[src/rtl/uart_pkg.sv]
// uart_pkg: shared state type and default constants for the UART blocks
package uart_pkg;
    localparam int DEF_CLKS_PER_BIT = 64;
    localparam int DEF_DATA_BITS = 8;
    typedef enum logic [2:0] {
        IDLE   = 3'd0,
        START  = 3'd1,
        DATA   = 3'd2,
        PARITY = 3'd3,
        STOP   = 3'd4
    } uart_tx_state_t;
endpackage

[src/rtl/uart_baud_gen.sv]
// uart_baud_gen: bit-period timer with a one-cycle bit_end strobe
module uart_baud_gen
    import uart_pkg::*;
#(
    parameter int CLKS_PER_BIT = DEF_CLKS_PER_BIT
) (
    input  logic clk,
    input  logic reset,
    input  logic enable,
    input  logic restart,
    output logic bit_end
);
    logic [15:0] cnt;
    assign bit_end = enable && cnt == 16'(CLKS_PER_BIT - 1);
    always_ff @(posedge clk) begin
        if (reset || restart || !enable || bit_end) cnt <= '0;
        else cnt <= cnt + 1'b1;
    end
endmodule

[src/rtl/uart_tx.sv]
// uart_tx: serial transmitter with optional even parity and 1 or 2 stop bits
module uart_tx
    import uart_pkg::*;
#(
    parameter int CLKS_PER_BIT = DEF_CLKS_PER_BIT,
    parameter int DATA_BITS    = DEF_DATA_BITS,
    parameter int PARITY_EN    = 0,
    parameter int STOP_BITS    = 1
) (
    input  logic                 clk,
    input  logic                 reset,
    input  logic [DATA_BITS-1:0] tx_data,
    input  logic                 tx_valid,
    output logic                 tx_ready,
    output logic                 tx,
    output logic                 tx_done
);
    uart_tx_state_t state, state_n;
    logic [DATA_BITS-1:0] shreg, shreg_n;
    logic [3:0] bit_idx;
    logic stop_idx, par, bit_end, accept, tx_n;

    assign tx_ready = state == IDLE;
    assign accept = tx_ready && tx_valid;

    uart_baud_gen #(.CLKS_PER_BIT(CLKS_PER_BIT)) u_baud (
        .clk,
        .reset,
        .enable(state != IDLE),
        .restart(state_n != state),
        .bit_end
    );

    // tx is computed from the next state so the registered line lines up with the state
    always_comb begin
        state_n = state;
        if (accept) state_n = START;
        else if (bit_end)
            state_n = state == START ? DATA
                    : state == DATA ? (bit_idx == 4'(DATA_BITS - 1) ? (PARITY_EN != 0 ? PARITY : STOP) : DATA)
                    : state == PARITY ? STOP
                    : stop_idx == 1'(STOP_BITS - 1) ? IDLE : STOP;
        shreg_n = accept ? tx_data : (state == DATA && bit_end) ? shreg >> 1 : shreg;
        tx_n = state_n == START ? 1'b0
             : state_n == DATA ? shreg_n[0]
             : state_n == PARITY ? par
             : 1'b1;
    end

    always_ff @(posedge clk) begin
        if (reset) begin
            state    <= IDLE;
            shreg    <= '0;
            bit_idx  <= '0;
            stop_idx <= 1'b0;
            par      <= 1'b0;
            tx       <= 1'b1;
            tx_done  <= 1'b0;
        end else begin
            state    <= state_n;
            shreg    <= shreg_n;
            tx       <= tx_n;
            tx_done  <= state == STOP && state_n == IDLE;
            stop_idx <= state == STOP ? stop_idx ^ bit_end : 1'b0;
            if (accept) par <= ^tx_data;
            if (bit_end && state == DATA) bit_idx <= bit_idx == 4'(DATA_BITS - 1) ? '0 : bit_idx + 1'b1;
        end
    end
endmodule
[config.mk]
export PLATFORM = sky130hd
export DESIGN_NAME = uart_tx
export DESIGN_NICKNAME = d
export VERILOG_FILES = /design/src/rtl/uart_pkg.sv /design/src/rtl/uart_baud_gen.sv /design/src/rtl/uart_tx.sv
export SDC_FILE = /design/constraint.sdc
export NUM_CORES = 1
export LEC_CHECK = 0
export CORE_MARGIN = 2
export CORE_UTILIZATION = 45
export DETAILED_ROUTE_END_ITERATION = 6
export GPL_TIMING_DRIVEN = 0
export PLACE_DENSITY = 0.71
export SLEW_MARGIN = 20
export SYNTH_ARGS = -nofsm -noshare
export SYNTH_HDL_FRONTEND = slang
export SYNTH_SLANG_ARGS = --single-unit
[constraint.sdc]
create_clock -name clk -period 2.2 [get_ports clk]
set_input_delay 0.44 -clock clk [delete_from_list [all_inputs] [get_ports clk]]
set_output_delay 0.44 -clock clk [all_outputs]
set_load 0.01 [all_outputs]
Yosys cells after proc, flatten, opt, wreduce, memory -nomap -nowiden
Cells that the tools add are included.
{"block": "totals", "regBits": 35, "input_bits": 11, "out_inout_bits": 3, "wordCells": 50}
{"block": "op_classes", "addsub": 2, "eq_ne": 10, "muxes": 13, "bitwise_logic": 2, "n_reduce_logical": 14}
{"cell": "two-way mux 3 bit", "count": 7}
{"cell": "adder 16 x 1 -> 16 bit (second input constant)", "count": 1}
{"cell": "equality test 16 x 6 -> 1 bit (second input constant)", "count": 1}
{"cell": "two-way mux 8 bit", "count": 2}
{"cell": "equality test 3 x 2 -> 1 bit (second input constant)", "count": 4}
{"cell": "XOR reduction 8 bit", "count": 1}
{"cell": "equality test 3 x 1 -> 1 bit (second input constant)", "count": 2}
{"cell": "zero test 3 bit", "count": 2}
{"cell": "adder 4 x 1 -> 4 bit (second input constant)", "count": 1}
{"cell": "equality test 4 x 3 -> 1 bit (second input constant)", "count": 1}
{"cell": "logical AND 1 bit", "count": 4}
{"cell": "two-way mux 4 bit", "count": 1}
{"cell": "equality test 3 bit (second input constant)", "count": 1}
{"cell": "logical OR 1 bit", "count": 3}
{"cell": "two-way mux 1 bit", "count": 3}
{"cell": "!= test 3 bit", "count": 1}
{"cell": "nonzero test 3 bit", "count": 1}
{"cell": "nonzero test 2 bit", "count": 1}
{"cell": "OR reduction 2 bit", "count": 1}
{"cell": "zero test 1 bit", "count": 1}
{"cell": "NOT 1 bit", "count": 1}
{"cell": "bitwise XOR 1 bit", "count": 1}

Logic depth before layout (Yosys ltp)
{"block": "logic_depth", "word_depth": 10, "mapped_depth": 8}

Cells and area by module
Synthesis repeated with hierarchy kept, for this count alone.
{"block": "hier_totals", "hier_cells": 188, "hier_area_um2": 1715.4}
{"mod": "uart_tx", "n_inst": 1, "cells_each": 107, "area_per_inst_um2": 974.7}
{"mod": "uart_baud_gen", "n_inst": 1, "cells_each": 81, "area_per_inst_um2": 740.7}

Worst setup path after synthesis
No wires, ideal clock.
{"block": "synth_timing", "path_type": "reg2reg", "startpoint": "register u_baud.cnt[0]", "endpoint": "register bit_idx[3]", "arrival_ns": 1.843, "slack_ns": 0.286, "stages_incl_launch_ff": 8, "cell_sequence": "dfxtp_1 ha_1 and4bb_2 nand4_1 or2_1 buf_6 or4_1 a21oi_1"}
{"block": "synth_via", "elab_chain_cells": 3}
{"element": "start: declaration", "line_no": "uart_baud_gen.sv:13", "source": "logic [15:0] cnt;"}
{"element": "start signal: assignment", "line_no": "uart_baud_gen.sv:17", "source": "else cnt <= cnt + 1'b1;"}
{"element": "equality test 16 x 6 -> 1 bit", "line_no": "uart_baud_gen.sv:14", "source": "assign bit_end = enable && cnt == 16'(CLKS_PER_BIT - 1);"}
{"element": "logical AND 1 bit", "line_no": "uart_baud_gen.sv:14"}
{"element": "logical AND 1 bit", "line_no": "uart_tx.sv:66", "source": "if (bit_end && state == DATA) bit_idx <= bit_idx == 4'(DATA_BITS - 1) ? '0 : bit_idx + 1'b1;"}
{"element": "end signal: assignment", "line_no": "uart_tx.sv:66"}
{"element": "end: declaration", "line_no": "uart_tx.sv:20", "source": "logic [3:0] bit_idx;"}
No other way between the ends.
A chain may end at the register's enable or synchronous reset.

Final worst setup path
{"block": "layout_timing", "startpoint": "register state[1]", "endpoint": "output port tx_ready"}
{"block": "layout_via", "elab_chain_cells": 1}
{"element": "start: declaration", "line_no": "uart_tx.sv:18", "source": "uart_tx_state_t state, state_n;"}
{"element": "start signal: assignment", "line_no": "uart_tx.sv:60", "source": "state <= state_n;"}
{"element": "zero test 3 bit", "line_no": "uart_tx.sv:23", "source": "assign tx_ready = state == IDLE;"}
{"element": "end: declaration", "line_no": "uart_tx.sv:14", "source": "output logic tx_ready,"}
No other way between the ends.

==> qor.txt <==
mapped cell area - 0.00159 mm²
Wirelength per Cell - 12.2 µm
family with the most delay on the worst path - buffers and inverters
mux share of post-synthesis cell area - 5.65%
min-delay worst type - reg -> reg
starting density of the core - 47.4%
Yosys warnings - 0
Final GP Congestion - 0.805
Adder-Cell Fraction of Synth Area - 1.57%
Post-synth EDFFs - 0
Ports - 14
cell row count - 21
worst skew pair latency - 0.34 ns
die area - 0.00403 mm²
largest net degree at the start of global routing - 12
origin of the critical flop-to-flop path - u_baud.cnt[1]$_SDFF_PP0_
hold wc startpoint - u_baud.cnt[0]$_SDFF_PP0_
largest family of logic cells by synthesized area - simple AND/OR/NAND/NOR gates
Synth Flop Type - dfxtp_1
P_sw - 285 µW
outcome - finished clean
Simple-Gate Fraction of Synth Area - 23.2%
critical path arrival - 1.66 ns
crit-path cells - buf_4 -> nor3_4 -> clkdlybuf4s50_1
WP data required - 1.76 ns
crit path kind - reg -> out
Sequential Power Share - 56.1%
Buf/Inv on CP - 2
Setup Viol. Count Final - 0
slew margin rel. - 67.0%
total clock sinks - 35
final net count - 219
Final Hold Fails - 0
Max Cap Viol - 0
Setup crit end kind - primary output
Clk network pwr share - 34.2%
initial antenna violation count - 0
Slew @ Worst Pin - 0.495 ns
leakage - 0.685 nW
largest area contributor in the netlist - dfxtp_1
CP max FO - 9
clk slew on worst S/H paths - 0.11 ns
crit start category - flip-flop
Port Buffer Count - 12
Horiz. Die Dim - 63.5 µm
Global Route Usage Sum - 16.7%
Sw Ratio - 24.1%
worst setup path start - state[1]$_SDFF_PP0_
DRT Pass-1 Iters - 4
slowest stage delay, CP - 0.59 ns
# DRC - 0
Synth Area in Compound Gates - 10.1%
post-synth net total - 197
CTS tree - done
synth top area cells - dfxtp_1 (44%), xnor2_1 (8.2%), nor2_1 (7.1%), mux2i_1 (5.7%), a211oi_1 (3.8%)
Cells after Synth - 184
Max IR drop VDD - 0.346 mV
Clock Skew - 0.00524 ns
Yosys top cell area share - 44.0%
Distinct cells, synth - 32
# diodes - 0
Num CTS Buffers - 5
Fin Setup TNS - 0 ns
#FFs+latches synth - 35
die height - 63.5 µm
hold_buf cts - 0
Period minus WS final - 2.10 ns
Power Internal - 897 µW
total number of vias - 1,321
clk buf depth - 2
synthesized area per cell - 8.66 µm²
CTS H-tree depth - 2
Logic pwr share - 9.7%
Via density - 5.22
most frequent cell after synthesis - dfxtp_1
vias in the first global route - 1,282
core outline area - 0.00336 mm²
CTS Root Cell - clkbuf_4
Routed Wire Length - 3.09 mm
Area growth, synth to finish - 19.2%
layout cells sized above 1 - 10.6%
post-route ant nets - 0
power per standard cell area - 622 mW/mm²
Period Utilization, post-route - 95.5%
placed insts - 242
first-pass GRT wire length - 5.30 mm
Detailed Place HPWL - 2.20 mm
initial drt markers - 73
Post-Synth XOR/XNOR Area - 11.0%
count of final max-slew check failures - 0
Peak Freq - 0.476 GHz
Overflow after GRT - 0
asr flop ratio synth - 0%
Finished Layout Cells - 253
slowest stage cell, crit path - clkdlybuf4s50_1
post-synthesis sequential area ratio - 44.0%
most frequent cells after synthesis - dfxtp_1 (35), nor2_1 (30), xnor2_1 (15)
-- layout by cell type, fill, tap and decap left out, types with 3 or more instances in the layout --
| master | instances |
|---|---|
| o21ai_0 | 5 |
| mux2i_1 | 9 |
| nor2_1 | 30 |
| clkbuf_1 | 4 |
| nor3_1 | 7 |
| clkdlybuf4s50_1 | 12 |
| a211oi_1 | 6 |
| clkbuf_4 | 5 |
| a21oi_1 | 11 |
| or3_1 | 5 |
| xnor2_1 | 15 |
| nor4_1 | 3 |
| inv_1 | 7 |
| xor2_1 | 5 |
| dfxtp_1 | 34 |
| nand2_1 | 7 |
| nand3_1 | 9 |
| buf_4 | 4 |
-- power groups by stage --
stage,clock network [mW],logic (mW),registers [mW]
after global routing,0.441,0.125,0.666
final,0.404,0.115,0.663
after floorplan,0,0.0640,0.674
after CTS,0.416,0.106,0.663
after detailed placement,0,0.104,0.676
after global placement,0,0.101,0.676
-- cell type report --
cell class,count,area [µm²]
Clock inverter,1,7.51
Buffer,9,47.5
Clock buffer,7,65.1
Fill cell,330,1460
Tap cell,46,57.6
Sequential cell,35,702
Inverter,7,26.3
Timing Repair Buffer,15,143
Multi-Input combinational cell,133,851
-- state kept, by name (all words and copies together), names as in the netlist --
name	flops
u_baud.cnt	16
shreg	8
bit_idx	4
state	3
par	1
stop_idx	1
tx	1
tx_done	1
-- cells by family after synthesis --
| group | after synthesis |
|---|---|
| flip-flops | 35 |
| buffers and inverters | 16 |
| multiplexers | 9 |
| adder cells (fa/ha/maj) | 2 |
| XOR/XNOR | 20 |
| AO/OA/AOI/OAI | 27 |
| AND/OR/NAND/NOR | 75 |
-- repair_timing --
action / 4_1_cts / 5_1_grt
resized for setup: 2 / 7
buffers inserted: 0 / 3
cloned: 0 / 0
pin swaps: 0 / 1
endpoints found under the setup margin: 1 / 20
-- path summary, 6_finish.rpt --
check / endpoint / slack [ns] / depth (start not counted)
worst max-delay path: tx_ready / 0.1 / 3
worst min-delay path: u_baud.cnt[0]$_SDFF_PP0_ / 0.47 / 1
worst max register to register: bit_idx[3]$_SDFFE_PP0N_ / 0.13 / 7
worst min register to register: u_baud.cnt[0]$_SDFF_PP0_ / 0.47 / 1
-- metrics by stage --
stage	util, %	setup slack (ns)	hold slack, ns	power [mW]	cell area [µm²]
floorplan	-	0.286	0.441	0.738	1590
global placement	52.7	0.0815	0.461	0.776	1770
detailed placement	52.7	0.0477	0.462	0.780	1770
CTS	55.2	0.0225	0.477	1.18	1860
global route	56.5	-0.0149	0.498	1.23	1900
finish	56.5	0.0988	0.467	1.18	1900
-- metal layers --
metal  global-route usage [%]  vias up  wire (µm)
met5                        0        -          0
met4                     9.78        0         52
met3                     4.29        5        100
met2                     28.9       21       1540
met1                     18.2      612       1400
li1                         -      683          -
Note: power is estimated with default switching activity, not from simulation.
